## src/rtl/sig_gen_sequencer.sv

```systemverilog
// Step-table sequencer: replays one generator register write per step, spaced by a programmable tempo.
// Each write holds the strobe STROBE_LEN cycles high, then STROBE_LEN cycles low, so a slow sampler sees it once.
module sig_gen_sequencer #(
    parameter int STEPS      = 8,
    parameter int TEMPO_W    = 16,
    parameter int STROBE_LEN = 128
) (
    input  logic       clk,
    input  logic       rst_n,
    input  logic       en,
    input  logic       host_we,
    input  logic [3:0] host_addr,
    input  logic [7:0] host_data,
    output logic       gen_strobe,
    output logic [2:0] gen_addr,
    output logic [4:0] gen_data,
    output logic       busy,
    output logic [2:0] step_idx,
    output logic       done
);
    localparam int SW = (STEPS > 1) ? $clog2(STEPS) : 1;
    localparam int PW = (STROBE_LEN > 1) ? $clog2(STROBE_LEN) : 1;
    localparam logic [PW-1:0] P_LAST    = PW'(STROBE_LEN - 1);
    localparam logic [2:0]    STEP_MASK = 3'(STEPS - 1);

    typedef enum logic [2:0] {S_IDLE, S_WAIT, S_SETUP, S_STROBE, S_HOLD} state_t;

    state_t             r_state, w_state_nxt;
    logic [7:0]         r_table [STEPS];
    logic [TEMPO_W-1:0] r_tempo, r_tcnt, w_tcnt_nxt;
    logic [PW-1:0]      r_pcnt, w_pcnt_nxt;
    logic               r_run, r_loop;
    logic [2:0]         r_last, w_last;
    logic [2:0]         r_step, w_step_nxt;
    logic [2:0]         r_gen_addr, w_addr_nxt;
    logic [4:0]         r_gen_data, w_data_nxt;
    logic               r_strobe, r_busy, r_done, w_done_nxt, w_end_run;
    logic               w_wr_table, w_wr_ctrl, w_run_eff;
    logic [15:0]        w_tempo_wide;
    logic [7:0]         w_entry;

    assign w_wr_table = host_we && (host_addr < 4'(STEPS));
    assign w_wr_ctrl  = host_we && (host_addr == 4'd10);
    // A run request written this cycle is honoured immediately so the first strobe lands at E0+tempo+2.
    assign w_run_eff  = w_wr_ctrl ? host_data[0] : r_run;
    assign w_last     = r_last & STEP_MASK;
    assign w_entry    = r_table[r_step[SW-1:0]];

    always_comb begin
        w_tempo_wide = 16'(r_tempo);
        if (host_we && host_addr == 4'd8) w_tempo_wide[7:0]  = host_data;
        if (host_we && host_addr == 4'd9) w_tempo_wide[15:8] = host_data;
    end

    always_ff @(posedge clk or negedge rst_n) begin
        if (!rst_n) begin
            for (int i = 0; i < STEPS; i++) r_table[i] <= '0;
            r_tempo <= '0;
            r_run   <= 1'b0;
            r_loop  <= 1'b0;
            r_last  <= '0;
        end else begin
            if (w_wr_table) r_table[host_addr[SW-1:0]] <= host_data;
            r_tempo <= w_tempo_wide[TEMPO_W-1:0];
            if (w_wr_ctrl) begin
                r_run  <= host_data[0];
                r_loop <= host_data[1];
                r_last <= host_data[4:2];
            end else if (w_end_run) begin
                r_run  <= 1'b0;
            end
        end
    end

    always_comb begin
        w_state_nxt = r_state;
        w_tcnt_nxt  = r_tcnt;
        w_pcnt_nxt  = r_pcnt;
        w_step_nxt  = r_step;
        w_addr_nxt  = r_gen_addr;
        w_data_nxt  = r_gen_data;
        w_done_nxt  = 1'b0;
        w_end_run   = 1'b0;
        if (en) begin
            case (r_state)
                S_IDLE: begin
                    if (w_run_eff) begin
                        w_state_nxt = S_WAIT;
                        w_tcnt_nxt  = r_tempo;
                        w_step_nxt  = '0;
                    end
                end
                S_WAIT: begin
                    if (!r_run) begin
                        w_state_nxt = S_IDLE;
                        w_step_nxt  = '0;
                    end else if (r_tcnt == '0) begin
                        w_state_nxt = S_SETUP;
                    end else begin
                        w_tcnt_nxt  = r_tcnt - TEMPO_W'(1);
                    end
                end
                S_SETUP: begin
                    w_addr_nxt  = w_entry[7:5];
                    w_data_nxt  = w_entry[4:0];
                    w_pcnt_nxt  = '0;
                    w_state_nxt = S_STROBE;
                end
                S_STROBE: begin
                    if (r_pcnt == P_LAST) begin
                        w_pcnt_nxt  = '0;
                        w_state_nxt = S_HOLD;
                    end else begin
                        w_pcnt_nxt  = r_pcnt + PW'(1);
                    end
                end
                S_HOLD: begin
                    if (r_pcnt != P_LAST) begin
                        w_pcnt_nxt = r_pcnt + PW'(1);
                    end else begin
                        w_pcnt_nxt = '0;
                        // A run cleared mid-write only takes effect here, so writes are never truncated.
                        if (!r_run) begin
                            w_state_nxt = S_IDLE;
                            w_step_nxt  = '0;
                        end else if (r_step < w_last) begin
                            w_step_nxt  = r_step + 3'd1;
                            w_tcnt_nxt  = r_tempo;
                            w_state_nxt = S_WAIT;
                        end else if (r_loop) begin
                            w_step_nxt  = '0;
                            w_tcnt_nxt  = r_tempo;
                            w_state_nxt = S_WAIT;
                        end else begin
                            w_done_nxt  = 1'b1;
                            w_end_run   = 1'b1;
                            w_step_nxt  = '0;
                            if (w_wr_ctrl && host_data[0]) begin
                                w_tcnt_nxt  = r_tempo;
                                w_state_nxt = S_WAIT;
                            end else begin
                                w_state_nxt = S_IDLE;
                            end
                        end
                    end
                end
                default: w_state_nxt = S_IDLE;
            endcase
        end
    end

    always_ff @(posedge clk or negedge rst_n) begin
        if (!rst_n) begin
            r_state    <= S_IDLE;
            r_tcnt     <= '0;
            r_pcnt     <= '0;
            r_step     <= '0;
            r_gen_addr <= '0;
            r_gen_data <= '0;
            r_strobe   <= 1'b0;
            r_busy     <= 1'b0;
            r_done     <= 1'b0;
        end else begin
            r_state    <= w_state_nxt;
            r_tcnt     <= w_tcnt_nxt;
            r_pcnt     <= w_pcnt_nxt;
            r_step     <= w_step_nxt;
            r_gen_addr <= w_addr_nxt;
            r_gen_data <= w_data_nxt;
            r_strobe   <= (w_state_nxt == S_STROBE);
            r_busy     <= (w_state_nxt != S_IDLE);
            r_done     <= w_done_nxt;
        end
    end

    assign gen_strobe = r_strobe;
    assign gen_addr   = r_gen_addr;
    assign gen_data   = r_gen_data;
    assign busy       = r_busy;
    assign step_idx   = r_step;
    assign done       = r_done;
endmodule

```

## config.mk

```make
export PLATFORM = sky130hd
export DESIGN_NAME = sig_gen_sequencer
export DESIGN_NICKNAME = d
export VERILOG_FILES = /design/src/rtl/sig_gen_sequencer.sv
export SDC_FILE = /design/constraint.sdc
export NUM_CORES = 1
export LEC_CHECK = 0
export ABC_AREA = 1
export CELL_PAD_IN_SITES_DETAIL_PLACEMENT = 1
export CELL_PAD_IN_SITES_GLOBAL_PLACEMENT = 1
export CORE_MARGIN = 5
export CORE_UTILIZATION = 45
export DETAILED_ROUTE_END_ITERATION = 6
export GPL_TIMING_DRIVEN = 0
export PLACE_DENSITY = 0.86
export SLEW_MARGIN = 20
export SYNTH_ARGS = -nofsm -noshare
export SYNTH_HDL_FRONTEND = slang
export SYNTH_SLANG_ARGS = --single-unit
```

## constraint.sdc

```tcl
create_clock -name clk -period 3.1 [get_ports clk]
set_input_delay 0.62 -clock clk [delete_from_list [all_inputs] [get_ports clk]]
set_output_delay 0.62 -clock clk [all_outputs]
set_load 0.005 [all_outputs]
```

; Word-level counts from Yosys, hierarchy flattened
; Index checks and enable logic that the tools add are counted.
[word_totals]
regBits = 125
word_cells = 109
inputBits = 16
output_inout_bits = 14
[op_classes]
n_reduce_logical = 16
mux = 44
bitwise_logic = 2
eq_ne = 17
addsub = 3
n_lt_le_gt_ge = 5
[ops]
columns = op, n
row1 = $mux 16, 8
row2 = $bwmux 64, 1
row3 = $pmux 16 s3, 1
row4 = $mux 3, 11
row5 = $bmux 8 s3, 1
row6 = $demux 8 s3, 1
row7 = $mux 8, 3
row8 = $pmux 7 s3, 1
row9 = $logic_not 16->1, 1
row10 = $sub 16x1->16 const B, 1
row11 = $pmux 3 s5, 1
row12 = $mux 7, 2
row13 = $mux 1, 13
row14 = $eq 4x4->1 const B, 3
row15 = $ne 2x2->1 const B, 6
row16 = $eq 3x2->1 const B, 3
row17 = $pmux 3 s3, 1
row18 = $reduce_bool 3->1, 3
row19 = $ge 4x4->1 const B, 2
row20 = $not 3->4, 2
row21 = $reduce_and 8->1, 1
row22 = $add 7x1->7 const B, 1
row23 = $eq 7x7->1 const B, 1
row24 = $ne 7x7->1 const B, 1
row25 = other kinds (12), 18

; Logic depth before layout (Yosys ltp)
; Gate-level depths: netlist (run 1).
[logic_depth]
word_depth = 11
ltp_mapped = 14
mapped_depth_nobuf = 14

; Least setup slack after synthesis (run 1)
; OpenSTA, ideal clock, no wires.
[synth_path]
path_type = register to register
startpoint = register r_step[2], in the netlist step_idx[2]
endpoint = register r_tcnt[0]
arrival_time_ns = 1.581
path_slack_ns = 1.396
stages_incl_launch_ff = 11
path_buffers = 1
required_ns = 2.977
setup_ns = 0.123
cell_sequence = dfrtp_1 -> ha_1 -> a21oi_1 -> nand2_1 -> nand3_2 -> nand2_1 -> nand2_2 -> nand2_2 -> nor2_8 -> buf_6 -> o21ai_1
[synth_via]
elab_chain_len = 5
word_cells_on_any_way = 7
classes_between = order compare: 1 / eq/ne: 1 / mux: 4 / reduce/logical: 1
[synth_lines]
columns = element, line_no
row1 = from (decl), 34  ; logic [2:0] r_step, w_step_nxt;
row2 = from (signal assigned), 167  ; r_step <= w_step_nxt;
row3 = $lt 3x3->1 (*), 126  ; end else if (r_step < w_last) begin
row4 = $mux 16, 126
row5 = $mux 16, 123  ; if (!r_run) begin
row6 = $mux 16, 118  ; if (r_pcnt != P_LAST) begin
row7 = $pmux 16 s3, 85  ; case (r_state)
row8 = to (signal assigned), 165  ; r_tcnt <= w_tcnt_nxt;
row9 = to (decl), 30  ; logic [TEMPO_W-1:0] r_tempo, r_tcnt, w_tcnt_nxt;
; Every way passes the cells marked *; elsewhere a longest branch is shown, timed or not. The select of a mux whose other input is x is not followed.
; A chain may end at the register's enable or synchronous reset.

; Final worst setup path (run 1)
[layout_path]
startpoint = input host_we
endpoint = register r_table[25] in the netlist's numbering
[layout_via]
elab_chain_len = 1
[layout_lines]
columns = element, line_no
row1 = from (decl), 11  ; input logic host_we,
row2 = $logic_and 1x1->1, 42  ; assign w_wr_table = host_we && (host_addr < 4'(STEPS));
row3 = "to (signal, indexed assignment)", 63  ; if (w_wr_table) r_table[host_addr[SW-1:0]] <= host_data;
row4 = to (decl), 29  ; logic [7:0] r_table [STEPS];
; Every way passes these cells.

==> out/results.ini, run 1 <==
[placed_design]
dpl.cell_count = 948
placed_cell_area_um2 = 6670
dp_hpwl_um = 13000
pre_cts_slack_ns = 0.513
final_estimated_routing_congestion_in_global_placement = 0.847
buffer_ports.inserted = 28

[setup_path]
end_kind = register
timing.critical_path.arrival_ns = 2.58
worstPathMaxFanout = 10
critical_path_start_end_classification = primary input to register
cp.required_ns = 3.38
critical_path.startpoint_type = primary input

[global_routing]
antenna_found_initial = 0
grt_max_degree = 83
first_global_vias = 6156
grt.overflow.total = 0
first_pass_grt_wire_length_um = 31800
total_grt_usage_pct = 25.2

[clock_network]
postCtsResizedCells = 0
total_number_of_clock_tree_sinks = 125
clock_path_buffers = 2
cts_tree = built
cts_hold_buf = 0
clk_pin_slew_ns = 0.06
worstSkewPairLatency_ns = 0.42
htree_levels = 4
post_cts.repair.setup_buffers = 0
cts_made_buffers = 17
cts_root_buf = clkbuf_16

[final_layout]
final-instance-count-excl-fill = 980
filler_cell_count = 1619
area_used_by_sequential_logic_in_the_layout_um2 = 3130
fin_util_pct = 54.6
final_area_um2 = 7260
layout-drive-gt1-share_pct = 10.7
area_used_by_multi_input_combinational_logic_um2 = 2610
synthToLayoutAreaGrowth_pct = 18.1
antenna_cells = 0
num-nets-final = 813

[floorplan]
die_area_um2 = 16100
placement_rows = 42
die_h_um = 127
initial_core_util_pct = 46.2
floorplan.die.width_um = 127
io_pins = 30
floorplan.core_area_um2 = 13300

[synthesis]
synthesis.nets = 765
gate_count_post_synth = 743
mappedNetlistArea_um2 = 6140
yosys_register_bits = 125
syn_area_per_cell_um2 = 8.27
synth_sequential_area_ratio_pct = 50.9
synth_warnings = 0
synthDistinctLibCells = 39

[flow_run]
timing.max_cap.violations = 0

[timing]
hold_fails_final_rpt = 0
final_setup_margin_ns = 0.801
rsz_0062_raised_after_global_routing = false
finalCritPeriodShare_pct = 74.2
fin_worst_skew_ns = 0.00837
slew_headroom_pct = 57.6
maxClockFrequency_mhz = 435
slew_viol_final = 0
tightest_slew_ns = 0.636
final-setup-viol-count = 0
fin_crit_ns = 2.30

[drt]
drt_pre_antenna_iters = 5
dr_total_vias = 5589
via_per_instance_ratio = 5.70
drt_iter0_drc = 437
wl_per_cell_um = 19.8
routed_wl_um = 19400
route.antenna.remaining_nets = 0
drt_drc_violations_left = 0

[power_and_ir_drop]
ir_drop_v = 0.000428
pwr_density_cell_nw_per_um2 = 833
report.power.total_mw = 6.04
power_leakage_nw = 3.27

[run_status]
status = finished clean

[min_path]
hold_path_class = primary input to async pin

-- registers in the layout, summed over array words and instances (netlist names) --
register / cells
r_loop: 1
busy: 1
r_table: 64
r_state: 3
done: 1
step_idx: 3
gen_data: 5
r_last: 3
r_tempo: 16
r_pcnt: 7
gen_strobe: 1
gen_addr: 3
r_run: 1
r_tcnt: 16
-- cell usage in the layout (no fill, tap or decap), types with 3 or more instances in the layout --
| master | netlist | layout |
|---|---|---|
| a21oi_1 | 24 | 24 |
| a31oi_1 | 5 | 5 |
| buf_2 | 7 | 7 |
| buf_6 | 2 | 3 |
| clkbuf_1 | 17 | 19 |
| clkbuf_16 | 0 | 17 |
| clkdlybuf4s50_1 | 0 | 27 |
| clkinvlp_4 | 0 | 3 |
| dfrtp_1 | 125 | 125 |
| ha_1 | 6 | 6 |
| inv_1 | 69 | 69 |
| inv_2 | 3 | 3 |
| inv_6 | 0 | 3 |
| nand2_1 | 168 | 168 |
| nand2_2 | 11 | 11 |
| nand3_1 | 29 | 29 |
| nand3_2 | 5 | 5 |
| nand4_1 | 7 | 7 |
| nor2_1 | 69 | 69 |
| nor2_2 | 7 | 7 |
| nor2_4 | 3 | 3 |
| nor3_1 | 4 | 4 |
| o211ai_1 | 14 | 14 |
| o21ai_0 | 125 | 125 |
| o21ai_1 | 8 | 8 |
| o21ai_2 | 6 | 6 |
| o221ai_1 | 3 | 3 |
| o22ai_1 | 6 | 6 |
| or2_2 | 3 | 3 |
| xor2_1 | 3 | 3 |
-- cells in the mapped netlist (all sizes together) --
master	count	area, um2
nand4	7	43.8
nor3b	1	7.51
a31oi	5	31.3
or2	3	18.8
xnor2	1	8.76
buf	10	72.6
nand3	35	213
o21bai	2	15.0
inv	72	270
nor3	5	36.3
o21ai	139	718
nand3b	1	7.51
o221ai	3	26.3
ha	6	75.1
a21o	1	7.51
xor2	3	26.3
o22ai	6	37.5
and2	1	6.26
nand2	180	711
dfrtp	125	3130
a21oi	25	136
nor4	1	21.3
nor2	80	357
clkbuf	17	63.8
o211ai	14	105
-- logic make-up (layout without fill, tap and decap cells) --
family / after synthesis / after routing / share of synthesized area [%]
and+or+nand+nor: 314 / 314 / 23.1
adders and majority gates: 6 / 6 / 1.22
AOI/OAI and AO/OA: 195 / 195 / 17.5
DFF: 125 / 125 / 50.9
buffers and inverters: 99 / 160 / 6.62
xor gates and xnor gates: 4 / 4 / 0.570
-- final timing paths --
path                              from     endpoint  slack [ns]  cells after the start
max in group asynchronous        rst_n  r_table[35]        2.21                      2
min reg2reg                r_table[59]  r_table[59]        0.48                      2
max reg2reg                step_idx[0]  gen_data[1]        1.04                      6
min in group clk           r_table[59]  r_table[59]        0.48                      2
max                            host_we  r_table[25]        0.80                      9
min                              rst_n   r_tcnt[11]        0.12                      1
-- stage by stage --
stage	hold slack (ns)	setup TNS, ns
3_3_place_gp	0.462	-427.08
2_1_floorplan	0.324	0
3_5_place_dp	0.469	0
4_1_cts	0.135	0
6_report	0.123	0
5_1_grt	0.141	0
-- where the power goes --
| part | switching [mW] | internal (mW) |
|---|---|---|
| sequential | 0.309 | 2.05 |
| clock | 0.777 | 1.21 |
| combinational | 1.06 | 0.632 |
| total | 2.15 | 3.89 |
-- per-layer routing --
layer  global-route usage, %  wire length [um]  share of wire, %
met5                       0                 0                 0
met4                    10.1               626               3.2
met3                    5.55               692               3.6
met2                    45.2             10100                52
met1                    29.0              8000                41
-- critical path, cell delays in order --
cell,delay (ns)
clkdlybuf4s50_1,0.58
inv_1,0.06
nor2_1,0.09
inv_1,0.08
nor2_1,0.27
nand3_1,0.35
clkbuf_1,0.32
nand2_1,0.12
o21ai_0,0.09
-- cell type report --
class	instances	share of cell area, %
plain buffers	27	1.88
clock buffers	20	6.16
clock inverters	12	1.88
inverters	72	3.72
multi-input cells	519	36.0
flip-flops and latches	125	43.1
well taps	176	3.04
repair buffers	29	4.26
Note: power is estimated with default switching activity, not from simulation.
==> inputs of run 2 (changes only) <==
==> constraint.sdc (replaced) <==
create_clock -name clk -period 2.3 [get_ports clk]
set_input_delay 0.46 -clock clk [delete_from_list [all_inputs] [get_ports clk]]
set_output_delay 0.46 -clock clk [all_outputs]
set_load 0.005 [all_outputs]
==> run 2 against run 1 <==
Utilization increased by 0.11 points. Count of clock-buffer cells in the layout unchanged. Via count decreased by 0.20%. Final cell count increased by 0.10%. Worst setup slack got worse by 0.65 ns. Non-clock buffer count increased by 1. Die area unchanged. Clock power increased by 34%. Sequential cell count unchanged. Register-to-register slack got worse by 0.81 ns. Largest cell class unchanged. Highest routed layer unchanged.
==> out/results.ini, run 2 (synthesis results as in run 1) <==
[run_status]
status = finished clean  ; unchanged

[floorplan]
floorplan.core_area_um2 = 13300  ; unchanged
floorplan.die.width_um = 127  ; unchanged
io_pins = 30  ; unchanged
die_h_um = 127  ; unchanged
placement_rows = 42  ; unchanged
die_area_um2 = 16100  ; unchanged
initial_core_util_pct = 46.2  ; unchanged

[drt]
drt_iter0_drc = 474  ; was 437
drt_pre_antenna_iters = 4  ; was 5
wl_per_cell_um = 19.8  ; about the same
drt-met1-wl_um = 8060  ; was 8000 um
met2WireLength_um = 10100  ; about the same
route.antenna.remaining_nets = 0  ; unchanged
drt_drc_violations_left = 0  ; unchanged
dr_total_vias = 5578  ; was 5589
highest_layer = met4  ; unchanged
via_per_instance_ratio = 5.69  ; was 5.70
met3WireLength_um = 611  ; was 692 um
routed_wl_um = 19400  ; about the same

[clock_network]
worstSkewPairLatency_ns = 0.42  ; about the same
cts_tree = built  ; unchanged
post_cts.repair.setup_buffers = 0  ; unchanged
total_number_of_clock_tree_sinks = 125  ; unchanged
clk_pin_slew_ns = 0.06  ; about the same
clock_path_buffers = 2  ; unchanged
cts_made_buffers = 17  ; unchanged
cts_root_buf = clkbuf_16  ; unchanged
htree_levels = 4  ; unchanged

[final_layout]
fin_util_pct = 54.7  ; was 54.6%
num-nets-final = 814  ; was 813
final-instance-count-excl-fill = 981  ; was 980
biggestRegsByFlops = r_table: 64 flops, r_tcnt: 16 flops, r_tempo: 16 flops  ; unchanged
area_used_by_multi_input_combinational_logic_um2 = 2610  ; about the same
area_used_by_sequential_logic_in_the_layout_um2 = 3130  ; unchanged
filler_cell_count = 1617  ; was 1619
registers.top_by_ff_count = r_table  ; unchanged
synthToLayoutAreaGrowth_pct = 18.4  ; was 18.1%
largest_register_ffs = 64  ; unchanged
layout-drive-gt1-share_pct = 10.8  ; was 10.7%
antenna_cells = 0  ; unchanged
final_cell_mix = 168 x nand2_1, 125 x o21ai_0, 125 x dfrtp_1, 69 x inv_1, 69 x nor2_1  ; unchanged
layout.cells.most_common = nand2_1  ; unchanged

[setup_path]
critical_path.startpoint_type = primary input  ; unchanged
end_kind = register  ; unchanged
cp_slowest_cell = clkdlybuf4s50_1  ; unchanged
worstPathMaxFanout = 10  ; unchanged
r2r_cells = 6  ; unchanged
worstReg2RegStart = step_idx[0]  ; unchanged
path_cells = clkdlybuf4s50_1 > inv_1 > nor2_1 > inv_1 > nor2_1 > nand3_1 > clkbuf_1 > o21ai_0  ; was clkdlybuf4s50_1 > inv_1 > nor2_1 > inv_1 > nor2_1 > nand3_1 > clkbuf_1 > nand2_1 > o21ai_0
timing.critical_path.arrival_ns = 2.48  ; was 2.58 ns
critical_path_start_end_classification = primary input to register  ; unchanged
startpoint = host_we  ; unchanged
cp.required_ns = 2.62  ; was 3.38 ns
slowest_delay_ns = 0.58  ; about the same

[timing]
tightest_slew_ns = 0.637  ; was 0.636 ns
rsz_0062_raised_after_global_routing = false  ; unchanged
fin_worst_skew_ns = 0.00963  ; was 0.00837 ns
final-setup-viol-count = 0  ; unchanged
hold_fails_final_rpt = 0  ; unchanged
holdWs_ns = 0.415  ; was 0.123 ns
fin_crit_ns = 2.15
slew_viol_final = 0  ; unchanged
slew_headroom_pct = 57.5  ; was 57.6%
finalCritPeriodShare_pct = 93.6
maxClockFrequency_mhz = 465

[min_path]
whs_path_depth = 3
worst_hold_startpoint = en
hold_path_class = primary input to register  ; was primary input to async pin

[global_routing]
grt.overflow.total = 0  ; unchanged
first_global_vias = 6156  ; unchanged
first_pass_grt_wire_length_um = 31800  ; unchanged
antenna_found_initial = 0  ; unchanged
grt_max_degree = 83  ; unchanged
total_grt_usage_pct = 25.2  ; unchanged

[power_and_ir_drop]
pwr_density_cell_nw_per_um2 = 1120  ; was 833 nW/um2
power_leakage_nw = 3.28  ; was 3.27 nW
report.power.total_mw = 8.14  ; was 6.04 mW
ir_drop_v = 0.000572  ; was 0.000428 V

[flow_run]
timing.max_cap.violations = 0  ; unchanged

[placed_design]
final_estimated_routing_congestion_in_global_placement = 0.847  ; unchanged
dp_hpwl_um = 13000  ; unchanged
buffer_ports.inserted = 28  ; unchanged
dpl.cell_count = 948  ; unchanged

-- run 2: repair_timing --
action | 4_1_cts | 5_1_grt
hold buffers | 1 | 0
endpoints found under the setup margin | 0 | 1
hold endpoints to repair | 43 | 0
resized for setup | 0 | 1
-- run 2: routing by layer --
metal / track usage [%] / vias up
met5: 0 / -
met4: 10.1 / 0
met3: 5.51 / 41
met2: 45.2 / 124
met1: 29.0 / 2860
li1: - / 2553
-- run 2: final timing paths --
kind                                to  slack, ns
min in group asynchronous   r_tcnt[11]       0.54
max in group asynchronous  r_table[34]       1.01
max reg2reg                gen_data[1]       0.23
min reg2reg                r_table[59]       0.48
min                         r_state[1]       0.41
max                        r_table[10]       0.15
-- run 2: area by class of cell --
class,count,area share (%)
Timing Repair Buffer,30,4.39
Tap cell,176,3.03
Inverter,72,3.72
Clock buffer,20,6.14
Sequential cell,125,43.0
Clock inverter,12,1.88
Multi-Input combinational cell,519,35.9
Buffer,27,1.88
-- run 2: where the power goes --
group | switching (mW) | internal [mW]
clock | 1.04 | 1.63
sequential | 0.417 | 2.77
combinational | 1.43 | 0.853
-- run 2: through the flow --
step	setup slack [ns]	setup TNS (ns)	cell area, um2
after floorplan	0.596	0	6140
after global placement	-4.07	-507.24	6640
after detailed placement	-0.127	-3.27	6670
after global routing	0.0345	0	7270
final	0.148	0	7270
after CTS	0.193	0	7270
-- run 2: critical path, delay by kind of cell --
family,cells,cell delay [ns]
simple gates,3,0.72
buf+inv,4,1.03
compound gates,1,0.25
